$ cat src/rtl/i2c_pkg.sv
`default_nettype none
// ============================================================================
//  Module      : i2c_pkg
//  Description : Shared definitions for the I2C master write engine:
//                FSM state encoding, quarter-slot indices and the R/W bit.
//  Ports       : none (package)
//  Revision    : 1.0 - initial release
// ============================================================================
package i2c_pkg;

    typedef enum logic [2:0] {
        IDLE  = 3'd0,
        START = 3'd1,
        ADDR  = 3'd2,
        ACK   = 3'd3,
        DATA  = 3'd4,
        STOP  = 3'd5
    } i2c_state_t;

    // Quarter index inside one SCL bit slot.
    localparam logic [1:0] Q0 = 2'd0;
    localparam logic [1:0] Q1 = 2'd1;
    localparam logic [1:0] Q2 = 2'd2;
    localparam logic [1:0] Q3 = 2'd3;

    // R/W bit appended to the 7-bit address: this engine only writes.
    localparam logic C_W_BIT = 1'b0;

endpackage
`default_nettype wire

$ cat src/rtl/i2c_qtick.sv
`default_nettype none
// ============================================================================
//  Module      : i2c_qtick
//  Description : Quarter-bit timebase. While enabled, a divider counts
//                0..CLK_DIV-1 and emits a one-cycle tick on its last count;
//                each tick advances a 2-bit quarter index (q0..q3).
//                When disabled both counters are held at zero so every
//                transaction starts on a clean q0.
//  Ports       : i_clk      - clock
//                i_rst_n    - asynchronous active-low reset
//                i_en       - run the divider
//                o_tick     - one-cycle pulse at the end of each quarter
//                o_quarter  - current quarter index
//  Revision    : 1.0 - initial release
// ============================================================================
module i2c_qtick #(
    parameter int CLK_DIV = 250
) (
    input  logic       i_clk,
    input  logic       i_rst_n,
    input  logic       i_en,
    output logic       o_tick,
    output logic [1:0] o_quarter
);

    localparam int c_div_w = (CLK_DIV > 1) ? $clog2(CLK_DIV) : 1;
    localparam logic [c_div_w-1:0] c_div_last = c_div_w'(CLK_DIV - 1);

    logic [c_div_w-1:0] r_div;
    logic [1:0]         r_quarter;

    assign o_tick    = i_en && (r_div == c_div_last);
    assign o_quarter = r_quarter;

    always_ff @(posedge i_clk or negedge i_rst_n) begin
        if (!i_rst_n) begin
            r_div     <= '0;
            r_quarter <= '0;
        end else if (!i_en) begin
            r_div     <= '0;
            r_quarter <= '0;
        end else if (o_tick) begin
            r_div     <= '0;
            r_quarter <= r_quarter + 2'd1;
        end else begin
            r_div     <= r_div + 1'b1;
        end
    end

endmodule
`default_nettype wire

$ cat src/rtl/i2c_master_tx.sv
`default_nettype none
// ============================================================================
//  Module      : i2c_master_tx
//  Description : I2C master write engine. One accepted i_start sends
//                START, {addr,W}, then pops and sends FIFO bytes until the
//                FIFO reads empty at an ACK slot, then STOP. A NACK ends the
//                transaction early with STOP and sets the sticky o_nack.
//                Lines are open-drain: an output-enable of 1 pulls low.
//  Ports       : i_clk, i_rst_n      - clock, async active-low reset
//                i_start, i_addr     - transaction request and 7-bit address
//                i_fifo_empty/_data  - FIFO read side (show-ahead)
//                o_fifo_rd           - FIFO pop strobe
//                i_sda               - synchronized SDA level
//                o_scl_oe, o_sda_oe  - line pull-down enables
//                o_busy, o_done      - status, done is a one-cycle pulse
//                o_nack              - sticky NACK flag
//  Revision    : 1.0 - initial release
// ============================================================================
module i2c_master_tx
    import i2c_pkg::*;
#(
    parameter int CLK_DIV = 250,
    parameter int DW      = 8
) (
    input  logic          i_clk,
    input  logic          i_rst_n,
    input  logic          i_start,
    input  logic [6:0]    i_addr,
    input  logic          i_fifo_empty,
    input  logic [DW-1:0] i_fifo_data,
    output logic          o_fifo_rd,
    input  logic          i_sda,
    output logic          o_scl_oe,
    output logic          o_sda_oe,
    output logic          o_busy,
    output logic          o_done,
    output logic          o_nack
);

    i2c_state_t    r_state;
    i2c_state_t    w_next_state;

    logic [DW-1:0] r_shift;
    logic [2:0]    r_bit_cnt;
    logic          r_busy;
    logic          r_done;
    logic          r_nack;
    logic          r_fifo_rd;
    logic          r_scl_oe;
    logic          r_sda_oe;

    logic          w_tick;
    logic [1:0]    w_quarter;
    logic          w_slot_end;
    logic          w_ack_sample;
    logic          w_accept;
    logic          w_load_data;
    logic          w_shift;
    logic          w_finish;
    logic          w_scl_oe;
    logic          w_sda_oe;

    i2c_qtick #(
        .CLK_DIV   (CLK_DIV)
    ) u_qtick (
        .i_clk     (i_clk),
        .i_rst_n   (i_rst_n),
        .i_en      (r_state != IDLE),
        .o_tick    (w_tick),
        .o_quarter (w_quarter)
    );

    assign w_slot_end   = w_tick && (w_quarter == Q3);
    assign w_ack_sample = (r_state == ACK) && w_tick && (w_quarter == Q2);

    // ------------------------------------------------------------------
    // State register
    // ------------------------------------------------------------------
    always_ff @(posedge i_clk or negedge i_rst_n) begin
        if (!i_rst_n) begin
            r_state <= IDLE;
        end else begin
            r_state <= w_next_state;
        end
    end

    // ------------------------------------------------------------------
    // Next state and line decode. In data/ACK slots SCL is low for the
    // first half (quarter bit 1 clear) and released for the second half.
    // ------------------------------------------------------------------
    always_comb begin
        w_next_state = r_state;
        w_accept     = 1'b0;
        w_load_data  = 1'b0;
        w_shift      = 1'b0;
        w_finish     = 1'b0;
        w_scl_oe     = 1'b0;
        w_sda_oe     = 1'b0;

        case (r_state)
            IDLE: begin
                if (i_start) begin
                    w_accept     = 1'b1;
                    w_next_state = START;
                end
            end

            START: begin
                // SDA falls mid-slot while SCL stays released.
                w_sda_oe = w_quarter[1];
                if (w_slot_end) begin
                    w_next_state = ADDR;
                end
            end

            ADDR, DATA: begin
                w_scl_oe = ~w_quarter[1];
                w_sda_oe = ~r_shift[DW-1];
                if (w_slot_end) begin
                    w_shift = 1'b1;
                    if (r_bit_cnt == 3'd7) begin
                        w_next_state = ACK;
                    end
                end
            end

            ACK: begin
                w_scl_oe = ~w_quarter[1];
                // r_nack was updated at the q2 sample, so it is current here.
                if (w_slot_end) begin
                    if (r_nack || i_fifo_empty) begin
                        w_next_state = STOP;
                    end else begin
                        w_load_data  = 1'b1;
                        w_next_state = DATA;
                    end
                end
            end

            STOP: begin
                w_scl_oe = (w_quarter == Q0);
                w_sda_oe = (w_quarter != Q3);
                if (w_slot_end) begin
                    w_finish     = 1'b1;
                    w_next_state = IDLE;
                end
            end

            default: begin
                w_next_state = IDLE;
            end
        endcase
    end

    // ------------------------------------------------------------------
    // Datapath and registered outputs. Line enables are registered so the
    // pins never glitch while state/quarter registers change together.
    // ------------------------------------------------------------------
    always_ff @(posedge i_clk or negedge i_rst_n) begin
        if (!i_rst_n) begin
            r_shift   <= '0;
            r_bit_cnt <= '0;
            r_busy    <= 1'b0;
            r_done    <= 1'b0;
            r_nack    <= 1'b0;
            r_fifo_rd <= 1'b0;
            r_scl_oe  <= 1'b0;
            r_sda_oe  <= 1'b0;
        end else begin
            r_fifo_rd <= w_load_data;
            r_done    <= w_finish;
            r_scl_oe  <= w_scl_oe;
            r_sda_oe  <= w_sda_oe;

            if (w_accept) begin
                r_busy <= 1'b1;
            end else if (w_finish) begin
                r_busy <= 1'b0;
            end

            if (w_accept) begin
                r_nack <= 1'b0;
            end else if (w_ack_sample && i_sda) begin
                r_nack <= 1'b1;
            end

            if (w_accept) begin
                r_shift   <= {i_addr, C_W_BIT};
                r_bit_cnt <= '0;
            end else if (w_load_data) begin
                r_shift   <= i_fifo_data;
                r_bit_cnt <= '0;
            end else if (w_shift) begin
                r_shift   <= {r_shift[DW-2:0], 1'b0};
                r_bit_cnt <= r_bit_cnt + 3'd1;
            end
        end
    end

    assign o_fifo_rd = r_fifo_rd;
    assign o_scl_oe  = r_scl_oe;
    assign o_sda_oe  = r_sda_oe;
    assign o_busy    = r_busy;
    assign o_done    = r_done;
    assign o_nack    = r_nack;

endmodule
`default_nettype wire

$ cat config.mk
export PLATFORM = sky130hd
export DESIGN_NAME = i2c_master_tx
export DESIGN_NICKNAME = d
export VERILOG_FILES = /design/src/rtl/i2c_pkg.sv /design/src/rtl/i2c_qtick.sv /design/src/rtl/i2c_master_tx.sv
export SDC_FILE = /design/constraint.sdc
export NUM_CORES = 1
export LEC_CHECK = 0
export CAP_MARGIN = 20
export CORE_MARGIN = 2
export CORE_UTILIZATION = 54
export DETAILED_ROUTE_END_ITERATION = 10
export GPL_TIMING_DRIVEN = 0
export PLACE_DENSITY = 0.84
export SYNTH_ARGS = -nofsm -noshare
export SYNTH_HDL_FRONTEND = slang
export SYNTH_HIERARCHICAL = 1
export SYNTH_SLANG_ARGS = --single-unit
$ cat constraint.sdc
create_clock -name i_clk -period 6.7 [get_ports i_clk]
set_input_delay 1.34 -clock i_clk [delete_from_list [all_inputs] [get_ports i_clk]]
set_output_delay 1.34 -clock i_clk [all_outputs]
set_load 0.005 [all_outputs]
==> metrics.txt, run 1 <==
Yosys top cell by area dfrtp_1; area grow syn2layout 22.8%; Ports 26; initial drt markers 37; post-synth top area share 45.1%; average size of a mapped cell 10.4 um2; Total Neg Setup Slack 0 ns; Critical Path End Type flip-flop; Tot Pwr 0.000500 W; Inst Count DP 219; # diodes 0; vias in the first global route 1,257; grt ovf 0; slew margin rel. 47.9%; Cells after Synth 160; filler cell count 225; most instantiated cells after synthesis dfrtp_1 (30), nand2_1 (14), nor2_1 (12); CTS tree yes; port bufs 25; row count 20; Placed Area 1980 um2; number of H-tree levels 2; delay-heaviest family, CP buffers and inverters; final WL 3.29 mm; Via density 5.75; critical path type in2reg; final worst path period share 41.2%; largest net degree at the start of global routing 17; VDD IR max 0.000149 V; worst slew pin tran 0.779 ns; slowest cell on the critical path clkdlybuf4s50_1; pwr dens 245 nW/um2; clock skew 0.0133 ns; CP Data Required Time 6.91 ns; Yosys cell types 45; vias 1,305; met2 usage in global routing 34.4%; Worst path max stage delay 0.51 ns; DRC violations left 0; M1 GR Usage 26.8%; GPL Wtd Cong 0.840; die width 59.5 um; clock buffer count from CTS 5; critical path arrival 2.97 ns; top-count cell post-synth dfrtp_1; die footprint 3540 um2; Root Buffer Master clkbuf_4; Syn Nets 184; Seq/Total Area, Yosys 45.1%; Cell Chain, Critical Path clkdlybuf4s50_1 > nor4b_4 > buf_6 > a31oi_1 > o21ai_4 > mux2_2; type of origin of the critical path input pin; fmax 362 MHz; first-pass GRT wire length 5.68 mm; post-DP HPWL 2.51 mm; Ys Warns 6; Setup-failing EPs final 0; initial antenna violation count 0; layout cells sized above 1 13.4%; Worst Hold Class reg2reg; Core ar. 2980 um2; WL/cell 14.5 um; final hold vios 0; final period demand of the worst path 2.76 ns; Max Cap Viol 0; #FFs+latches synth 30; final net count 217; mapped cell area 1660 um2; RSZ-0062 raised after global routing false; drt pass-1 iters 4; Clock Tree Buf Depth 2; Routed Antenna Nets 0; Clk Latency, worst-skew pair 0.33 ns; gr busiest metal met2; EDFF count, synth 0; met3 Track Usage GR 6.99%; post-CTS setup buffers 0; initial core utilization 55.8%; Post-Layout Cell Count 227; Slew Limit Fails 0; post-CTS sizing 0; Synth Flop Type dfrtp_1; Sink Count 30; cell area after layout 2040 um2; CP max FO 10; LEAKAGE 0.893 nW; Die H 59.5 um; synth top area cells dfrtp_1 (45%), nand2_1 (3.2%), ha_1 (3.0%); GRT Total Usage 21.7%; outcome finished clean; CTS Hold Bufs 0; Buf/Inv on CP 2; Post-synth ARST share 100%; clk slew on worst S/H paths 0.08 ns
[registers in the layout (all words and copies together), names as in the netlist]
signal	count
r_state	3
o_scl_oe	1
r_shift	8
o_nack	1
u_qtick/r_div	8
r_bit_cnt	3
o_sda_oe	1
o_fifo_rd	1
o_done	1
u_qtick/o_quarter	2
o_busy	1
[where the power goes]
part           switching (W)  internal [W]  total (W)
logic              0.0000649     0.0000711   0.000136
registers          0.0000395      0.000215   0.000254
clock network      0.0000588     0.0000508   0.000110
total               0.000163      0.000336   0.000500
[logic make-up (layout without fill, tap and decap cells)]
kind of cell               count (synthesis)  after routing  synth area share [%]
and+or+nand+nor                           58             58                  20.8
AOI/OAI and AO/OA                         35             35                  15.7
DFF                                       30             30                  45.1
buffers and inverters                     18             52                  5.72
muxes                                      9              9                  6.40
xor gates and xnor gates                   6              6                  3.16
adders and majority gates                  4              4                  3.01
[per-stage QoR]
step / util [%] / hold slack, ns / setup WS, ns
floorplan: - / 0.461 / 4.29
global route: 68.6 / 0.552 / 3.90
finish: 68.6 / 0.530 / 3.94
global placement: 65.6 / 0.475 / 3.66
CTS: 68.6 / 0.527 / 3.96
detailed placement: 66.6 / 0.515 / 3.62
[cells in the final DEF, fill, tap and decap left out, drive strengths merged, types with 4 or more instances in the layout]
master | Yosys | final
nand3 | 9 | 9
nand2 | 15 | 15
or3 | 4 | 4
buf | 6 | 7
ha | 4 | 4
clkdlybuf4s50 | 0 | 25
clkbuf | 1 | 8
nor2 | 12 | 12
a21oi | 6 | 6
mux2 | 4 | 4
inv | 11 | 11
o21ai | 9 | 9
dfrtp | 30 | 30
a31oi | 4 | 4
mux2i | 5 | 5
[path summary, 6_finish.rpt]
kind                             startpoint          endpoint  slack [ns]  cells after the start
setup / recovery                    i_start        r_shift[3]        3.94                      6
hold / removal             u_qtick/r_div[0]  u_qtick/r_div[0]        0.53                      1
setup reg to reg                 r_state[1]        r_shift[5]        4.22                     11
hold reg to reg            u_qtick/r_div[0]  u_qtick/r_div[0]        0.53                      1
max in group asynchronous           i_rst_n      r_bit_cnt[1]        4.69                      2
min in group asynchronous           i_rst_n          o_sda_oe        1.46                      1
[final cells by class]
type                    instances  area, um2  share of cell area [%]
multi-input cells             112        817                    40.0
plain buffers                   7       53.8                    2.63
inverters                      11       41.3                    2.02
clock inverters                 1       5.00                   0.245
clock buffers                   7       55.1                    2.70
well taps                      33       41.3                    2.02
flip-flops and latches         30        751                    36.8
repair buffers                 26        278                    13.6
[worst reg2reg max path: cells and delay by family, from the launching register on]
kind | cells | cell delay (ns)
AOI/OAI and AO/OA | 1 | 0.36
muxes | 1 | 0.26
buffers and inverters | 4 | 0.62
and+or+nand+nor | 5 | 0.70
DFF | 1 | 0.43
[metal layers]
layer	wire (um)	vias to the layer above
met1	1470	637
met4	64	0
met5	0	-
li1	-	640
met2	1640	20
met3	108	8
No activity file was read; power rests on OpenSTA's default activity.
==> inputs of run 2 (changes only) <==
- CORE_UTILIZATION: 54 -> 53
- PLACE_DENSITY: 0.84 -> 0.83
- clock period: 6.7 -> 2.67 ns (I/O delays scaled with it)
==> metrics.txt, run 2 (synthesis results as in run 1) <==
Ports 26; # diodes 0; pwr dens 610 nW/um2; Tot Pwr 0.00126 W; CP Data Required Time 2.88 ns; vias in the first global route 1,362; largest net degree at the start of global routing 17; fmax 409 MHz; VDD IR max 0.000439 V; most common cell after layout, fill and taps aside dfrtp_1; final worst path period share 91.6%; post-DP HPWL 2.58 mm; FF-to-FF End r_shift[5]; outcome finished clean; Core ar. 3030 um2; port bufs 25; Setup-failing EPs final 0; initial core utilization 54.9%; area grow syn2layout 24.2%; final period demand of the worst path 2.44 ns; crit path from r_state[1]; die footprint 3600 um2; clock buffer count from CTS 5; initial drt markers 59; Critical Path End Type flip-flop; met2 usage in global routing 37.9%; Total Neg Setup Slack 0 ns; RSZ-0062 raised after global routing false; RR Startpoint r_state[1]; Worst Hold Class reg2reg; grt ovf 0; final net count 217; DRC violations left 0; critical path arrival 2.66 ns; Sink Count 30; GRT Total Usage 23.0%; CP max FO 10; layout cells sized above 1 14.4%; first-pass GRT wire length 6.09 mm; gr busiest metal met2; Die H 60.0 um; GPL Wtd Cong 0.812; drt pass-1 iters 4; Hold EP u_qtick/r_div[0]; Top Registers r_shift (8), u_qtick/r_div (8); clock skew 0.0113 ns; M1 GR Usage 29.2%; reg2reg path depth 11; Via density 5.67; WL/cell 14.9 um; most frequent cells in the layout dfrtp_1 (30), clkdlybuf4s50_1 (25), nand2_1 (14), inv_1 (11), nor2_1 (11); critical path type reg2reg; final hold vios 0; slew margin rel. 47.3%; initial antenna violation count 0; met3 Track Usage GR 3.90%; vias 1,350; min-delay src u_qtick/r_div[0]; number of H-tree levels 2; LEAKAGE 0.893 nW; post-CTS setup buffers 0; r2r setup slk 0.23 ns; worst slew pin tran 0.787 ns; row count 20; Root Buffer Master clkbuf_4; Slew Limit Fails 0; final WL 3.55 mm; Clock Tree Buf Depth 2; Max Cap Viol 0; hold path depth 1; CTS tree yes; Routed Antenna Nets 0; clk slew on worst S/H paths 0.09 ns; post-layout util 68.2%; Clk Latency, worst-skew pair 0.32 ns; type of origin of the critical path flip-flop; die width 60.0 um
-- run 2: worst max-delay path, cell delays in order, from the launching register on --
cell and delay (ns):
dfrtp_1 0.43, buf_4 0.19, nor2_2 0.17, nand2_1 0.11, inv_1 0.16, nor3_1 0.09, and4b_1 0.19, buf_4 0.16
nand2_2 0.09, inv_1 0.11, a221o_1 0.37, mux2_4 0.27
-- run 2: how the worst max path moves through the flow --
stage                      end  slack (ns)  depth (start not counted)
floorplan           r_shift[5]        0.50                         11
global placement    r_shift[4]        0.29                         11
detailed placement  r_shift[5]        0.25                         11
CTS                 r_shift[5]        0.21                         10
global route        r_shift[3]        0.01                         10
finish              r_shift[5]        0.23                         11
-- run 2: layer usage --
layer / wire length, um / vias to the layer above
li1: - / 640
met2: 1800 / 50
met5: 0 / -
met1: 1490 / 649
met4: 88 / 0
met3: 163 / 11
-- run 2: repair_timing --
action / in CTS / in global routing
setup endpoints to repair: 0 / 4
hold endpoints to repair: 0 / 0
gates resized for setup: 0 / 2
hold buffers: 0 / 0
-- run 2: final cells by class --
| class | instances | area [um2] |
|---|---|---|
| fillers | 237 | 963 |
| multi-input cells | 112 | 826 |
| flip-flops and latches | 30 | 751 |
| repair buffers | 26 | 278 |
| clock buffers | 7 | 55.1 |
| well taps | 44 | 55.1 |
| plain buffers | 7 | 53.8 |
| inverters | 11 | 41.3 |
| clock inverters | 1 | 5.00 |
-- run 2: through the flow --
stage	hold slack, ns	area, um2	cells	setup WS, ns
after global routing	0.533	2060	238	0.0125
after detailed placement	0.485	2000	230	0.251
final	0.499	2060	238	0.225
after global placement	0.475	1970	229	0.295
after floorplan	0.238	1660	160	0.501
after CTS	0.498	2060	238	0.214
-- run 2: where the power goes --
part | total (W) | switching (W) | internal (W)
logic | 0.000342 | 0.000164 | 0.000178
registers | 0.000635 | 0.0000970 | 0.000538
clock network | 0.000282 | 0.000155 | 0.000128
total | 0.00126 | 0.000416 | 0.000844
